$ cat config.mk
export PLATFORM = sky130hd
export DESIGN_NAME = laser_point_driver
export DESIGN_NICKNAME = d
export VERILOG_FILES = /design/src/rtl/laser_point_driver.sv
export SDC_FILE = /design/constraint.sdc
export NUM_CORES = 1
export LEC_CHECK = 0
export ABC_CLOCK_PERIOD_IN_PS = 2700
export BUFFER_PORTS_ARGS = -buffer_cell sky130_fd_sc_hd__buf_2
export CORE_ASPECT_RATIO = 1.1
export CORE_MARGIN = 4
export CORE_UTILIZATION = 55
export DETAILED_ROUTE_END_ITERATION = 12
export GPL_TIMING_DRIVEN = 0
export PLACE_DENSITY = 0.76
export SKIP_CTS_REPAIR_TIMING = 1
export SLEW_MARGIN = 20
export SYNTH_ARGS = -nofsm -noshare
export SYNTH_HDL_FRONTEND = slang
export SYNTH_SLANG_ARGS = --single-unit
$ cat constraint.sdc
create_clock -name CLK -period 2.7 [get_ports CLK]
set_clock_uncertainty 0.15 [all_clocks]
set_input_delay 0.135 -clock CLK [delete_from_list [all_inputs] [get_ports CLK]]
set_output_delay 0.135 -clock CLK [all_outputs]
set_load 0.005 [all_outputs]
$ cat src/rtl/laser_point_driver.sv
// laser_point_driver: holds a point pattern, streams it into the LASER core
// after a short core reset, then waits for DONE and reports the two captured
// circle centres together with the DONE latency, a timeout flag and a
// protocol-error flag.
module laser_point_driver #(
   parameter int NPTS    = 40,
   parameter int TIMEOUT = 4096,
   parameter int CNTW    = 16
) (
   input  logic            CLK,
   input  logic            RST,
   input  logic            wr_en,
   input  logic [5:0]      wr_addr,
   input  logic [3:0]      wr_x,
   input  logic [3:0]      wr_y,
   input  logic            start,
   output logic            busy,
   output logic            L_RST,
   output logic [3:0]      L_X,
   output logic [3:0]      L_Y,
   input  logic [3:0]      L_C1X,
   input  logic [3:0]      L_C1Y,
   input  logic [3:0]      L_C2X,
   input  logic [3:0]      L_C2Y,
   input  logic            L_DONE,
   output logic            res_valid,
   output logic [3:0]      res_c1x,
   output logic [3:0]      res_c1y,
   output logic [3:0]      res_c2x,
   output logic [3:0]      res_c2y,
   output logic [CNTW-1:0] res_cycles,
   output logic            timeout,
   output logic            proto_err
);

   typedef enum logic [2:0] {
      S_IDLE,
      S_RSTL,
      S_SEND,
      S_WAIT,
      S_REPORT
   } state_t;

   // Index runs one past the last point, so it needs room for the value NPTS.
   localparam logic [6:0]      LAST    = 7'(NPTS);
   localparam logic [CNTW-1:0] TMO     = CNTW'(TIMEOUT);
   localparam logic [CNTW-1:0] CNT_MAX = '1;

   logic [7:0]      mem [NPTS];
   state_t          state;
   logic            rst_phase;
   logic [6:0]      idx;
   logic [CNTW-1:0] cnt;
   logic [7:0]      rd_pt;

   assign rd_pt = mem[idx[5:0]];

   // Pattern memory: host writes land only while idle and only in range.
   always_ff @(posedge CLK) begin
      if (state == S_IDLE && wr_en && ({1'b0, wr_addr} < LAST)) begin
         mem[wr_addr] <= {wr_x, wr_y};
      end
   end

   // Run sequencer: core reset, point streaming, DONE wait and result report.
   always_ff @(posedge CLK) begin
      if (RST) begin
         state      <= S_IDLE;
         rst_phase  <= 1'b0;
         idx        <= '0;
         cnt        <= '0;
         busy       <= 1'b0;
         L_RST      <= 1'b1;
         L_X        <= '0;
         L_Y        <= '0;
         res_valid  <= 1'b0;
         res_c1x    <= '0;
         res_c1y    <= '0;
         res_c2x    <= '0;
         res_c2y    <= '0;
         res_cycles <= '0;
         timeout    <= 1'b0;
         proto_err  <= 1'b0;
      end else begin
         res_valid <= 1'b0;
         case (state)
            S_IDLE: begin
               L_RST <= 1'b0;
               if (start) begin
                  state     <= S_RSTL;
                  busy      <= 1'b1;
                  timeout   <= 1'b0;
                  proto_err <= 1'b0;
                  idx       <= '0;
                  rst_phase <= 1'b0;
                  L_RST     <= 1'b1;
                  L_X       <= '0;
                  L_Y       <= '0;
               end
            end
            S_RSTL: begin
               // Core reset is held for two cycles, then the first point goes out.
               if (rst_phase) begin
                  state <= S_SEND;
                  L_RST <= 1'b0;
                  L_X   <= rd_pt[7:4];
                  L_Y   <= rd_pt[3:0];
                  idx   <= idx + 7'd1;
               end else begin
                  rst_phase <= 1'b1;
               end
            end
            S_SEND: begin
               // A DONE while points are still going out is a core protocol error.
               if (L_DONE) begin
                  proto_err <= 1'b1;
               end
               if (idx == LAST) begin
                  state <= S_WAIT;
                  cnt   <= {{(CNTW-1){1'b0}}, 1'b1};
               end else begin
                  L_X <= rd_pt[7:4];
                  L_Y <= rd_pt[3:0];
                  idx <= idx + 7'd1;
               end
            end
            S_WAIT: begin
               // DONE is checked before the timeout so a coincident DONE wins.
               if (L_DONE) begin
                  state      <= S_REPORT;
                  busy       <= 1'b0;
                  res_valid  <= 1'b1;
                  res_c1x    <= L_C1X;
                  res_c1y    <= L_C1Y;
                  res_c2x    <= L_C2X;
                  res_c2y    <= L_C2Y;
                  res_cycles <= cnt;
               end else if (cnt >= TMO) begin
                  state      <= S_REPORT;
                  busy       <= 1'b0;
                  res_valid  <= 1'b1;
                  res_c1x    <= '0;
                  res_c1y    <= '0;
                  res_c2x    <= '0;
                  res_c2y    <= '0;
                  res_cycles <= TMO;
                  timeout    <= 1'b1;
               end else if (cnt != CNT_MAX) begin
                  cnt <= cnt + 1'b1;
               end
            end
            S_REPORT: begin
               state <= S_IDLE;
            end
            default: begin
               state <= S_IDLE;
            end
         endcase
      end
   end

endmodule

[Word level (Yosys, flattened, before mapping)]
Memories as Yosys holds them, arrays and structs flattened. A register that Yosys moved wholly into a read port is not among the register bits.
Cells that the tools add are included.
Storage, ports and cells
  flip-flop bits (word level): 72
  latch bits: 0
  memory bits (writable): 320
  ROM bits: 0
  input port bits: 35
  output and inout port bits: 45
  logic and storage cells: 105
  memories kept: 1
Memory list
  mem: words 40, bits a word 8, read ports 1, clocked after memory_dff 1, write ports 1, RTL line 49  | logic [7:0] mem [NPTS];
Operators by class
  add/subtract/negate cells: 2
  $mul: 0
  divide/modulo/power cells: 0
  $lt $le $gt $ge: 2
  equality and inequality tests: 15
  shift operators: 0
  muxes and demuxes: 49
  bitwise logic cells: 1
  reduce and logical (&&, ||, !) cells: 19
Operators with widths (number)
  2-to-1 mux 16 bit: 6
  2-to-1 mux 4 bit: 10
  one-hot mux 16 bit (2 select lines): 1
  one-hot mux 4 bit (3 select lines): 2
  2-to-1 mux 7 bit: 3
  one-hot mux 7 bit (3 select lines): 1
  != test 2 bit, second input constant: 9
  adder 16 x 1 -> 16 bit, second input constant: 1
  greater-or-equal comparator 16 x 13 -> 1 bit, second input constant: 1
  != test 16 bit, second input constant: 1
  2-to-1 mux 3 bit: 5
  2-to-1 mux 1 bit: 13
  2-to-1 mux 6 bit: 2
  one-hot mux 3 bit (4 select lines): 1
  AND reduction 4 bit: 3
  one-hot mux 1 bit (2 select lines): 5
  nonzero test 2 bit: 5
  adder 7 x 1 -> 7 bit, second input constant: 1
  equality test 7 x 6 -> 1 bit, second input constant: 1
  equality test 3 x 2 -> 1 bit, second input constant: 2
  less-than comparator 6 bit, second input constant: 1
  AND reduction 2 bit: 3
  AND reduction 3 bit: 2
  AND reduction 5 bit: 1
  other kinds (7): 8

[Logic depth before layout (Yosys ltp)]
  depth after elaboration: 5
  mapped depth: 9
  mapped depth without buffers: 7

[Worst setup path before layout]
No wires, ideal clock.
  path type: flip-flop to flip-flop
  start: register (tool-made name)
  end: register L_X[2]
  library setup time: 0.132 ns
  arrival time: 2.258 ns
  required time: 2.418 ns
  path slack: 0.160 ns
  cell stages (with the launch flop): 8
  buffers on the path: 2
  clock period less this slack: 2.540 ns
  cell sequence: dfxtp_1 > clkbuf_1 > buf_1 > mux4_2 > mux4_2 > mux2_2 > o2111ai_1 > a21oi_1
RTL lines
  end signal, assigned: RTL line 106  | L_X <= rd_pt[7:4];
  end signal, assigned: RTL line 122  | L_X <= rd_pt[7:4];
  end, declared: RTL line 19  | output logic [3:0] L_X,

[Worst setup path after layout]
  start: register state[2]
  end: memory mem[6][2], enable pin
On the way
  word-level cells in the longest chain between the ends: 5
RTL lines
  start, declared: RTL line 50  | state_t state;
  start signal, assigned: RTL line 68  | state <= S_IDLE;
  start signal, assigned: RTL line 90  | state <= S_RSTL;
  start signal, assigned: RTL line 104  | state <= S_SEND;
  zero test 3 bit: RTL line 60  | if (state == S_IDLE && wr_en && ({1'b0, wr_addr} < LAST)) begin
  logical AND 1 bit (2 in a row): RTL line 60
  2-to-1 mux 1 bit: RTL line 60
  2-to-1 mux 1 bit (not written as such): RTL line 61  | mem[wr_addr] <= {wr_x, wr_y};
  end, declared: RTL line 49
Every way passes these cells.

==> impl_metrics.env <==
export IMPL_run_status="finished, violations left"
export IMPL_violations="negative setup slack"
export IMPL_fin_tns_setup_ns=-15.34
export IMPL_clockPowerShare_pct=43.5
export IMPL_dp_hpwl_um=21400
export IMPL_yosys_warnings=0
export IMPL_drive_above_1_share_pct=31.8
export IMPL_synthesis_nets=893
export IMPL_finalSetupViolations=208
export IMPL_leakagePower_nw=5.80
export IMPL_grt_setup_unrepaired="true"
export IMPL_cpPeakStageDelay_ns=0.47
export IMPL_power_w=0.0128
export IMPL_switchingPower_w=0.00259
export IMPL_h_tree_depth=2
export IMPL_maxSlewHeadroom_pct=23.7
export IMPL_synthTopCellsByArea="edfxtp_1, mux4_2, dfxtp_1, nor2_1, a22oi_1"
export IMPL_start_kind="register"
export IMPL_grt_max_degree=41
export IMPL_area_delta_synth_final_pct=19.4
export IMPL_wire_per_inst_um=25.2
export IMPL_n_antenna_cell=0
export IMPL_drc=0
export IMPL_pwr_share_comb_pct=4.3
export IMPL_grt_pass1_wl_um=51400
export IMPL_avgSynthCellArea_um2=18.0
export IMPL_min_path_type="in2reg"
export IMPL_wirelength_um=35000
export IMPL_grt_overflow=0
export IMPL_initial_utilization_pct=56.3
export IMPL_max_cap_violations=0
export IMPL_cp_end_kind="register"
export IMPL_async_reset_ff_share_pct=0
export IMPL_place_ws_ns=-0.749
export IMPL_syn_area_um2=15400
export IMPL_final_util_pct=67.2
export IMPL_cts_buffers=40
export IMPL_ctsLongestPathBuffers=3
export IMPL_seq_area_frac_synth_pct=72.8
export IMPL_fmax_ghz=0.350
export IMPL_swShare_pct=20.3
export IMPL_p_int_w=0.0102
export IMPL_synth_cell_types=48
export IMPL_vias=8686
export IMPL_dieArea_um2=30700
export IMPL_fin_crit_sh_pct=106
export IMPL_crit_fanout=10
export IMPL_die_x_um=167
export IMPL_grt_pass1_vias=8344
export IMPL_rows=63
export IMPL_maxSlewViolCount=0
export IMPL_worst_slew_pin_slew_ns=1.14
export IMPL_core_um2=27300
export IMPL_hold_violations=0
export IMPL_synth_edf_count=320
export IMPL_drtIter0Drc=1005
export IMPL_clkLatencyLatePin_ns=0.54
export IMPL_nets=1044
export IMPL_worstSetupPathType="reg2reg"
export IMPL_grt_total_usage_pct=22.0
export IMPL_cp_common_cell="nor2_1"
export IMPL_ys_seq_elements=398
export IMPL_n_fill_cell=1748
export IMPL_worstPathRequired_ns=2.75
export IMPL_seqPwrFrac_pct=52.2
export IMPL_fin_crit_ns=2.86
export IMPL_multiInputGateArea_um2=4230
export IMPL_final_cell_area_um2=18300
export IMPL_peakVddDrop_uv=681
export IMPL_synth_area_leader_cell="edfxtp_1"
export IMPL_die_y_um=183
export IMPL_cts_tree="done"
export IMPL_cts_num_sinks=398
export IMPL_root_buffer="clkbuf_16"
export IMPL_antenna_left=0
export IMPL_vias_per_cell=6.24
export IMPL_antenna_found_initial=0
export IMPL_synth_ff_type="edfxtp_1"
export IMPL_clkTransAtPathRegs_ns=0.07
export IMPL_regArea_um2=11200
export IMPL_worstPathArrival_ns=2.91
export IMPL_syn_instance_count=854
export IMPL_ios=80
export IMPL_path_cells="clkbuf_1 -> nor2_1 -> nand4_1 -> nor2_1 -> nand2_1 -> nor2_4"
export IMPL_dr_pass1_iters=8
export IMPL_place_area_um2=16200
export IMPL_power_density_nw_per_um2=696
export IMPL_slowest_stage="nand2_1"
export IMPL_gp_congestion=0.867
export IMPL_layout_setup_ws_ns=-0.156
export IMPL_synth_top_area_share_pct=62.6
export IMPL_port_buffers=79
[Yosys cell counts (9+ instances only)]
| cell | number |
|---|---|
| edfxtp_1 | 320 |
| nor2_1 | 98 |
| mux4_2 | 97 |
| dfxtp_1 | 78 |
| a22oi_1 | 31 |
| nand2_1 | 28 |
| clkbuf_1 | 27 |
| a21oi_1 | 23 |
| inv_1 | 14 |
| o2111ai_1 | 11 |
| buf_2 | 9 |
[final cells by class]
class,count,share of cell area [%]
plain buffers,48,1.86
repair buffers,109,4.20
clock inverters,16,1.04
well taps,357,2.44
multi-input cells,394,23.1
clock buffers,57,6.16
flip-flops and latches,398,61.0
inverters,14,0.287
[final timing paths]
check            from          to  slack, ns  depth (start not counted)
max          state[2]   mem[6][2]      -0.16                          6
max reg2reg  state[2]   mem[6][2]      -0.16                          6
min reg2reg    L_Y[2]      L_Y[2]       0.30                          2
min           wr_x[1]  mem[28][5]       0.06                          1
[through the flow]
| stage | instances | hold WS [ns] |
|---|---|---|
| global placement | 1290 | 0.233 |
| global route | 1393 | 0.0888 |
| detailed placement | 1290 | 0.245 |
| finish | 1393 | 0.0597 |
| floorplan | 854 | 0.0839 |
| CTS | 1363 | -0.306 |
[power by group through the flow]
stage / clock network [W] / logic, W / registers, W
floorplan: 0 / 0.000244 / 0.00679
global placement: 0 / 0.000442 / 0.00679
detailed placement: 0 / 0.000454 / 0.00679
CTS: 0.00560 / 0.000457 / 0.00666
global route: 0.00587 / 0.000582 / 0.00666
finish: 0.00555 / 0.000544 / 0.00666
[state kept, by name, summed over array words and instances (netlist names), 3 cells and up, named ones only]
name and cells:
L_Y 4, res_c1x 4, idx 7, res_c1y 4
L_X 4, mem 320, state 3, res_c2x 4
res_c2y 4, cnt 16, res_cycles 16
[cells in the final DEF, fill, tap and decap left out, drive strengths merged, types with 3 or more instances in the layout]
cell type    count
xnor2            4
nor3             6
nand3            8
buf            108
dfxtp           78
or3              7
o31ai            5
o21ai            8
and3             3
and2             4
or2              3
mux4            97
ha               4
bufinv           4
edfxtp         320
nor4             4
mux2             8
o2111ai         11
xor2             3
clkbuf          87
or4              7
o22a             8
a22oi           31
dlygate4sd3     19
nand2           28
nor2b            5
nor2            98
inv             15
clkinv          11
a21oi           23
[worst max-delay path, delay by kind of cell, from the launching register on]
| kind | cells | cell delay (ns) |
|---|---|---|
| buffers and inverters | 1 | 0.24 |
| DFF | 1 | 0.33 |
| and+or+nand+nor | 5 | 1.81 |
[logic make-up (layout without fill, tap and decap cells)]
group	Yosys count	in the layout	share of synthesized area, %
XOR/XNOR	7	7	0.399
flip-flops	398	398	72.8
adder cells (fa/ha/maj)	4	4	0.326
buffers and inverters	62	244	1.76
multiplexers	106	106	14.9
AND/OR/NAND/NOR	180	180	5.43
AO/OA/AOI/OAI	97	97	4.45
[routing by layer]
metal  global-route usage (%)  part of all wire [%]
met3                     3.84                   7.9
met4                     6.04                   2.3
met5                        0                     0
met2                     35.7                    51
met1                     31.5                    39
(Power assumes the default switching activity.)
